$ cat src/rtl/fetch_stage.sv
// fetch_stage -- instruction fetch at the head of the five-stage pipeline.
//
// Owns the architectural PC and drives it to a combinational instruction
// memory. Each cycle the returned word goes into the FE latch for decode,
// unless decode stalls or a branch/jump redirect arrives from AGEX.
//
// Per-cycle priority, highest first: reset, redirect, stall, advance.
// Redirects write an all-zero latch (a bubble), which throws away the
// wrong-path fetch. Decode treats inst == 0 as invalid, so there is no
// separate valid bit.
//
// Optional build macro: FE_PERF_CNT_EN builds the saturating stall/redirect
// counters. When it is undefined, both counter outputs are tied to 0.
// Pipeline behaviour is the same in both builds.
//
// Ports:
//   clk, reset        pipeline clock; synchronous active-high reset
//   from_DE_to_FE     [0] = de_stall
//   from_AGEX_to_FE   {br_redirect, br_target[`DBITS-1:0]}
//   imem_addr         fetch address (= PC)
//   imem_rdata        instruction word at imem_addr, same cycle
//   FE_latch_out      {inst, PC, pcplus, inst_count, bus_canary}
//   stall_cycles      stall-priority cycles (perf build)
//   redirect_count    redirects applied (perf build)

`ifndef DBITS
`define DBITS 32
`endif
`ifndef INSTBITS
`define INSTBITS 32
`endif
`ifndef BUS_CANARY_WIDTH
`define BUS_CANARY_WIDTH 4
`endif
`ifndef BUS_CANARY_VALUE
`define BUS_CANARY_VALUE 4'hF
`endif
`ifndef from_DE_to_FE_WIDTH
`define from_DE_to_FE_WIDTH 1
`endif
`ifndef from_AGEX_to_FE_WIDTH
`define from_AGEX_to_FE_WIDTH (`DBITS + 1)
`endif
`ifndef FE_latch_WIDTH
`define FE_latch_WIDTH (`INSTBITS + 3 * `DBITS + `BUS_CANARY_WIDTH)
`endif

module fetch_stage #(
  parameter logic [`DBITS-1:0] STARTPC       = '0,
  parameter int                PERF_CNT_BITS = 32
) (
  input  logic                              clk,
  input  logic                              reset,
  input  logic [`from_DE_to_FE_WIDTH-1:0]   from_DE_to_FE,
  input  logic [`from_AGEX_to_FE_WIDTH-1:0] from_AGEX_to_FE,
  output logic [`DBITS-1:0]                 imem_addr,
  input  logic [`INSTBITS-1:0]              imem_rdata,
  output logic [`FE_latch_WIDTH-1:0]        FE_latch_out,
  output logic [PERF_CNT_BITS-1:0]          stall_cycles,
  output logic [PERF_CNT_BITS-1:0]          redirect_count
);

  // Field layout of the FE latch, MSB first.
  typedef struct packed {
    logic [`INSTBITS-1:0]         inst;
    logic [`DBITS-1:0]            pc;
    logic [`DBITS-1:0]            pcplus;
    logic [`DBITS-1:0]            inst_count;
    logic [`BUS_CANARY_WIDTH-1:0] canary;
  } fe_latch_t;

  // Incoming control from decode and AGEX.
  typedef struct packed {
    logic              redirect;
    logic [`DBITS-1:0] target;
  } agex_req_t;

  localparam logic [`DBITS-1:0] PC_STEP  = `DBITS'(4);
  // Clear the low bits even if someone overrides STARTPC with a
  // misaligned value.
  localparam logic [`DBITS-1:0] PC_RESET = {STARTPC[`DBITS-1:2], 2'b00};

  logic      de_stall;
  agex_req_t agex;

  assign de_stall = from_DE_to_FE[0];
  assign agex     = agex_req_t'(from_AGEX_to_FE);

  // The target is forced word-aligned, so its low bits are ignored.
  logic unused_tgt_lsbs;
  assign unused_tgt_lsbs = ^agex.target[1:0];

  // --------------------------------------------------------------------
  // Architectural state
  // --------------------------------------------------------------------
  logic [`DBITS-1:0] pc_q,    pc_d;
  logic [`DBITS-1:0] icnt_q,  icnt_d;
  fe_latch_t         latch_q, latch_d;
  logic [`DBITS-1:0] pcplus;

  // Natural modular add: PC 0xFFFF_FFFC yields pcplus 0.
  assign pcplus = pc_q + PC_STEP;

  always_comb begin
    pc_d    = pc_q;
    icnt_d  = icnt_q;
    latch_d = latch_q;
    if (agex.redirect) begin
      // A redirect wins over a stall. The latch currently holds a
      // wrong-path fetch, so it is replaced with a bubble.
      pc_d    = {agex.target[`DBITS-1:2], 2'b00};
      latch_d = '0;
    end else if (!de_stall) begin
      icnt_d         = icnt_q + `DBITS'(1);
      pc_d           = pcplus;
      latch_d.inst   = imem_rdata;
      latch_d.pc     = pc_q;
      latch_d.pcplus = pcplus;
      // The new count goes into the latch, so the first instruction
      // after reset carries 1.
      latch_d.inst_count = icnt_d;
      latch_d.canary     = `BUS_CANARY_VALUE;
    end
  end

  always_ff @(posedge clk) begin
    if (reset) begin
      pc_q    <= PC_RESET;
      icnt_q  <= '0;
      latch_q <= '0;
    end else begin
      pc_q    <= pc_d;
      icnt_q  <= icnt_d;
      latch_q <= latch_d;
    end
  end

  assign imem_addr    = pc_q;
  assign FE_latch_out = latch_q;

  // --------------------------------------------------------------------
  // Performance counters
  // --------------------------------------------------------------------
`ifdef FE_PERF_CNT_EN
  logic [PERF_CNT_BITS-1:0] stall_q, stall_d;
  logic [PERF_CNT_BITS-1:0] redir_q, redir_d;

  // Both counters saturate at all-ones rather than wrapping.
  always_comb begin
    stall_d = stall_q;
    redir_d = redir_q;
    if (agex.redirect) begin
      if (~&redir_q) redir_d = redir_q + PERF_CNT_BITS'(1);
    end else if (de_stall) begin
      if (~&stall_q) stall_d = stall_q + PERF_CNT_BITS'(1);
    end
  end

  always_ff @(posedge clk) begin
    if (reset) begin
      stall_q <= '0;
      redir_q <= '0;
    end else begin
      stall_q <= stall_d;
      redir_q <= redir_d;
    end
  end

  assign stall_cycles   = stall_q;
  assign redirect_count = redir_q;
`else
  assign stall_cycles   = '0;
  assign redirect_count = '0;
`endif

endmodule
$ cat config.mk
export PLATFORM = sky130hd
export DESIGN_NAME = fetch_stage
export DESIGN_NICKNAME = d
export VERILOG_FILES = /design/src/rtl/fetch_stage.sv
export SDC_FILE = /design/constraint.sdc
export NUM_CORES = 1
export LEC_CHECK = 0
export BUFFER_PORTS_ARGS = -buffer_cell sky130_fd_sc_hd__buf_2
export CORE_UTILIZATION = 25
export DETAILED_ROUTE_END_ITERATION = 8
export GPL_ROUTABILITY_DRIVEN = 0
export SYNTH_ARGS = -nofsm -noshare
export SYNTH_HDL_FRONTEND = slang
export SYNTH_SLANG_ARGS = --single-unit
$ cat constraint.sdc
create_clock -name clk -period 2.05 [get_ports clk]
set_input_delay 0.3075 -clock clk [delete_from_list [all_inputs] [get_ports clk]]
set_output_delay 0.3075 -clock clk [all_outputs]
set_load 0.02 [all_outputs]
==> summary.md <==
| Metric | Value |
|---|---|
| Post-Synthesis Cells | `1026` |
| Switching part of the total power | `28.44%` |
| Internal power | `5.990 mW` |
| Slew @ Worst Pin | `0.5947 ns` |
| Required @ worst endpoint | `2.41 ns` |
| Synth Flop Type | `dfxtp_1` |
| Critical-path cell list | `nand4_1, nor3_1, nand3_1, xor2_1, a211oi_1` |
| Setup clock skew after layout | `0.01500 ns` |
| Period minus WS final | `1.858 ns` |
| Overall die height | `190.7 um` |
| Final hold violation count | `0` |
| Min Hold Slack | `0.09508 ns` |
| Number of antenna-violating nets in the routed design | `0` |
| Global-route wire length before repair | `39.90 mm` |
| Growth of design area from synthesis to finish | `25.15%` |
| Routed vias/inst | `4.468` |
| Register share of total power | `45.8%` |
| Result of the run | `complete, no violations` |
| Drt drc | `0` |
| CTS Hold Bufs | `0` |
| Site row count | `68` |
| Number of CTS-inserted buffers | `17` |
| Initial standard-cell utilization of the core | `25.58%` |
| Maximum single-stage delay on the critical path | `0.52 ns` |
| Hold/Removal Path Class | `in -> reg` |
| Gr usage total | `14.25%` |
| Maximum level of the CTS H-tree | `4` |
| Highest clock rate | `538.3 MHz` |
| CP max stage cell | `dfxtp_1` |
| CP startpoint kind | `flip-flop` |
| Fin. max-slew vios | `0` |
| Full die area | `36360 um^2` |
| Number of buffer and inverter stages on the critical path | `0` |
| Number of synthesized register bits | `187` |
| Worst-path maximum fanout | `6` |
| Leak pwr | `4.885 nW` |
| Total power | `8.371 mW` |
| Clock transition at the registers of the reported paths | `0.08 ns` |
| Share of synthesized cell area in and, or, nand and nor gates | `19.46%` |
| Number of top-level design ports | `296` |
| Placed cell count | `1691` |
| Worst-Skew Late Latency | `0.45 ns` |
| Final WS setup | `0.1922 ns` |
| Number of input and output port buffers inserted | `223` |
| Psw | `2.381 mW` |
| Reported max-cap violation count | `0` |
| Power density over the cells | `751.6 nW/um^2` |
| Resize count post-CTS | `0` |
| Critical path arrival | `2.22 ns` |
| Buffer type at the clock tree root | `clkbuf_16` |
| Number of enable flip-flop cells after synthesis | `0` |
| Synth Cell Area | `8900 um^2` |
| Violation count after the first detailed-route iteration | `539` |
| Final design area excluding fillers | `11140 um^2` |
| Area post-placement | `10520 um^2` |
| Worst slew margin relative to its limit | `60.05%` |
| Sequential area share after synthesis | `42.06%` |
| Worst IR drop on VDD | `0.5775 mV` |
| Endpoint kind of the worst setup timing path | `flip-flop` |
| Minimum setup slack after placement | `0.2251 ns` |
| Gate power share | `12.3%` |
| Buffer depth of the longest clock path | `2` |
| Cell accounting for the most synthesized area | `dfxtp_1` |
| Count of final setup violators | `0` |
| Post-DR wirelength/cell | `15.22 um` |
| Final Routed Wirelength | `26.28 mm` |
| Setup repair after global routing missed its margin | `no` |
| Post-Synthesis Mean Instance Area | `8.674 um^2` |
| Main combinational cell family by area after synthesis | `simple AND/OR/NAND/NOR gates` |
| Delay-heaviest family, CP | `simple AND/OR/NAND/NOR gates` |
| Layout cell share with drive strength beyond 1 | `27.05%` |
| Floorplan die width | `190.7 um` |
| Number of global-route vias before repair | `7161` |
| Share of the synthesized area in compound gates (AO/OA/AOI/OAI) | `9.082%` |
| Detailed-route via count | `7711` |
| Number of search-and-repair iterations in the first detailed-routing pass | `5` |
| Synth area leaders | `dfxtp_1, mux2i_1, xor2_1` |
| Fraction of the mapped netlist area in adder cells | `0.2812%` |
| Floorplan Core Area | `34800 um^2` |
| Post-CTS Setup Inserts | `0` |
| Post-synthesis async set-or-reset flop share | `0%` |
| Clock tree from TritonCTS | `yes` |
| Critical setup path kind | `reg -> reg` |
| Xor/xnor share of the synthesized area | `11.22%` |
| Yosys cell types | `46` |
| Setup TNS after final layout | `0 ns` |
| Initial antenna violation count | `4` |
| Clock sink count | `187` |
| Final cell utilization of the core | `32.01%` |
| Share of cell area taken by muxes after synthesis | `7.086%` |
| Leftover overflow at the end of global routing | `0` |
| Detail Placement HPWL | `19.21 mm` |
| Largest net degree at the start of global routing | `55` |
| Share of power burned in the clock network | `41.9%` |
| Share of the clock period used by the worst path | `90.63%` |
| Count of yosys warnings during synthesis | `0` |
| Number of nets in the layout | `1325` |
| Fraction of post-synthesis cell area in the top cell type by area | `42.06%` |
| Number of standard cells in the layout, taps in and fillers out | `1726` |
-- metal layers --
metal | routed length (um) | GRT usage (%) | part of all wire, % | vias to the layer above
met5 | 14 | 0 | 0.053 | -
met4 | 500 | 5.138 | 1.9 | 2
met3 | 1875 | 3.625 | 7.1 | 33
met2 | 11900 | 22.18 | 45 | 281
met1 | 11990 | 18.89 | 46 | 3607
li1 | - | - | - | 3788
-- path summary, 6_finish.rpt --
kind | from | to | slack, ns | cells past startpoint
setup / recovery | imem_addr[23] | imem_addr[29] | 0.19 | 5
hold / removal | imem_rdata[13] | FE_latch_out[113] | 0.1 | 3
setup reg to reg | imem_addr[23] | imem_addr[29] | 0.19 | 5
hold reg to reg | FE_latch_out[40] | FE_latch_out[40] | 0.46 | 2
-- worst register-to-register path, delay by kind of cell, from the launching register on --
| kind | cells | cell delay [ns] |
|---|---|---|
| compound gates | 1 | 0.24 |
| simple gates | 3 | 0.84 |
| flops | 1 | 0.52 |
| xor+xnor | 1 | 0.19 |
-- Yosys cell counts (2+ instances only) --
master	n
dfxtp_1	187
nor2_1	154
buf_4	79
xor2_1	70
a21oi_1	66
mux2i_1	63
nand3_1	49
nand2_1	48
xnor2_1	44
clkbuf_1	42
nand4_1	35
o21ai_0	33
a211oi_1	23
buf_2	22
o21ai_1	13
and3_1	11
inv_1	10
nor3_1	10
and4_1	9
buf_1	8
nor4_1	8
nor2b_1	4
nor4_2	4
and2_1	3
o21a_1	3
a211oi_2	2
buf_6	2
ha_1	2
nand2b_1	2
nor3_2	2
nor4_4	2
or3_1	2
-- registers in the layout (all words and copies together), names as in the netlist --
signal,flops
FE_latch_out,125
icnt_q,32
imem_addr,30
-- logic make-up (layout without fill, tap and decap cells) --
| kind of cell | Yosys count | count (layout) |
|---|---|---|
| AOI/OAI and AO/OA | 143 | 143 |
| xor gates and xnor gates | 114 | 114 |
| adders and majority gates | 2 | 2 |
| buffers and inverters | 165 | 338 |
| DFF | 187 | 187 |
| muxes | 63 | 63 |
| other | 1 | 73 |
| and+or+nand+nor | 351 | 351 |
-- area by class of cell --
cell class                      instances  area (um^2)
Fill cell                            3660        23660
Tap cell                              455        569.3
Multi-Input combinational cell        743         4462
Sequential cell                       187         3744
Antenna cell                            3        7.507
Timing Repair Buffer                  294         1702
Inverter                               12        46.29
Clock buffer                           19        452.9
Clock inverter                         13        155.1
-- power by group through the flow --
stage               Combinational (mW)  Clock, mW  Sequential (mW)
CTS                               1.03       3.63             3.83
floorplan                        0.626          0             4.04
global placement                  1.02          0             3.91
detailed placement                1.03          0             3.92
finish                            1.03       3.51             3.83
global route                      1.11       3.78             3.85
-- placed cells by master (no fill, tap or decap), types with 3 or more instances in the layout --
cell and count:
nor4_1 8, mux2i_1 63, nand3_1 49, and2_1 3, inv_6 3, nand4_1 35, a21oi_1 66, o21ai_0 33
nor2_1 153, and4_1 9, dfxtp_1 187, buf_4 68, buf_12 4, nand2_1 48, xor2_1 70, conb_1 70
a211oi_1 23, inv_1 10, diode_2 3, o21ai_1 13, nor4_2 4, xnor2_1 44, o21a_1 3, buf_2 222
and3_1 11, clkinv_4 3, nor2b_1 4, nor3_1 10, clkbuf_16 17
(Power assumes the default switching activity.)
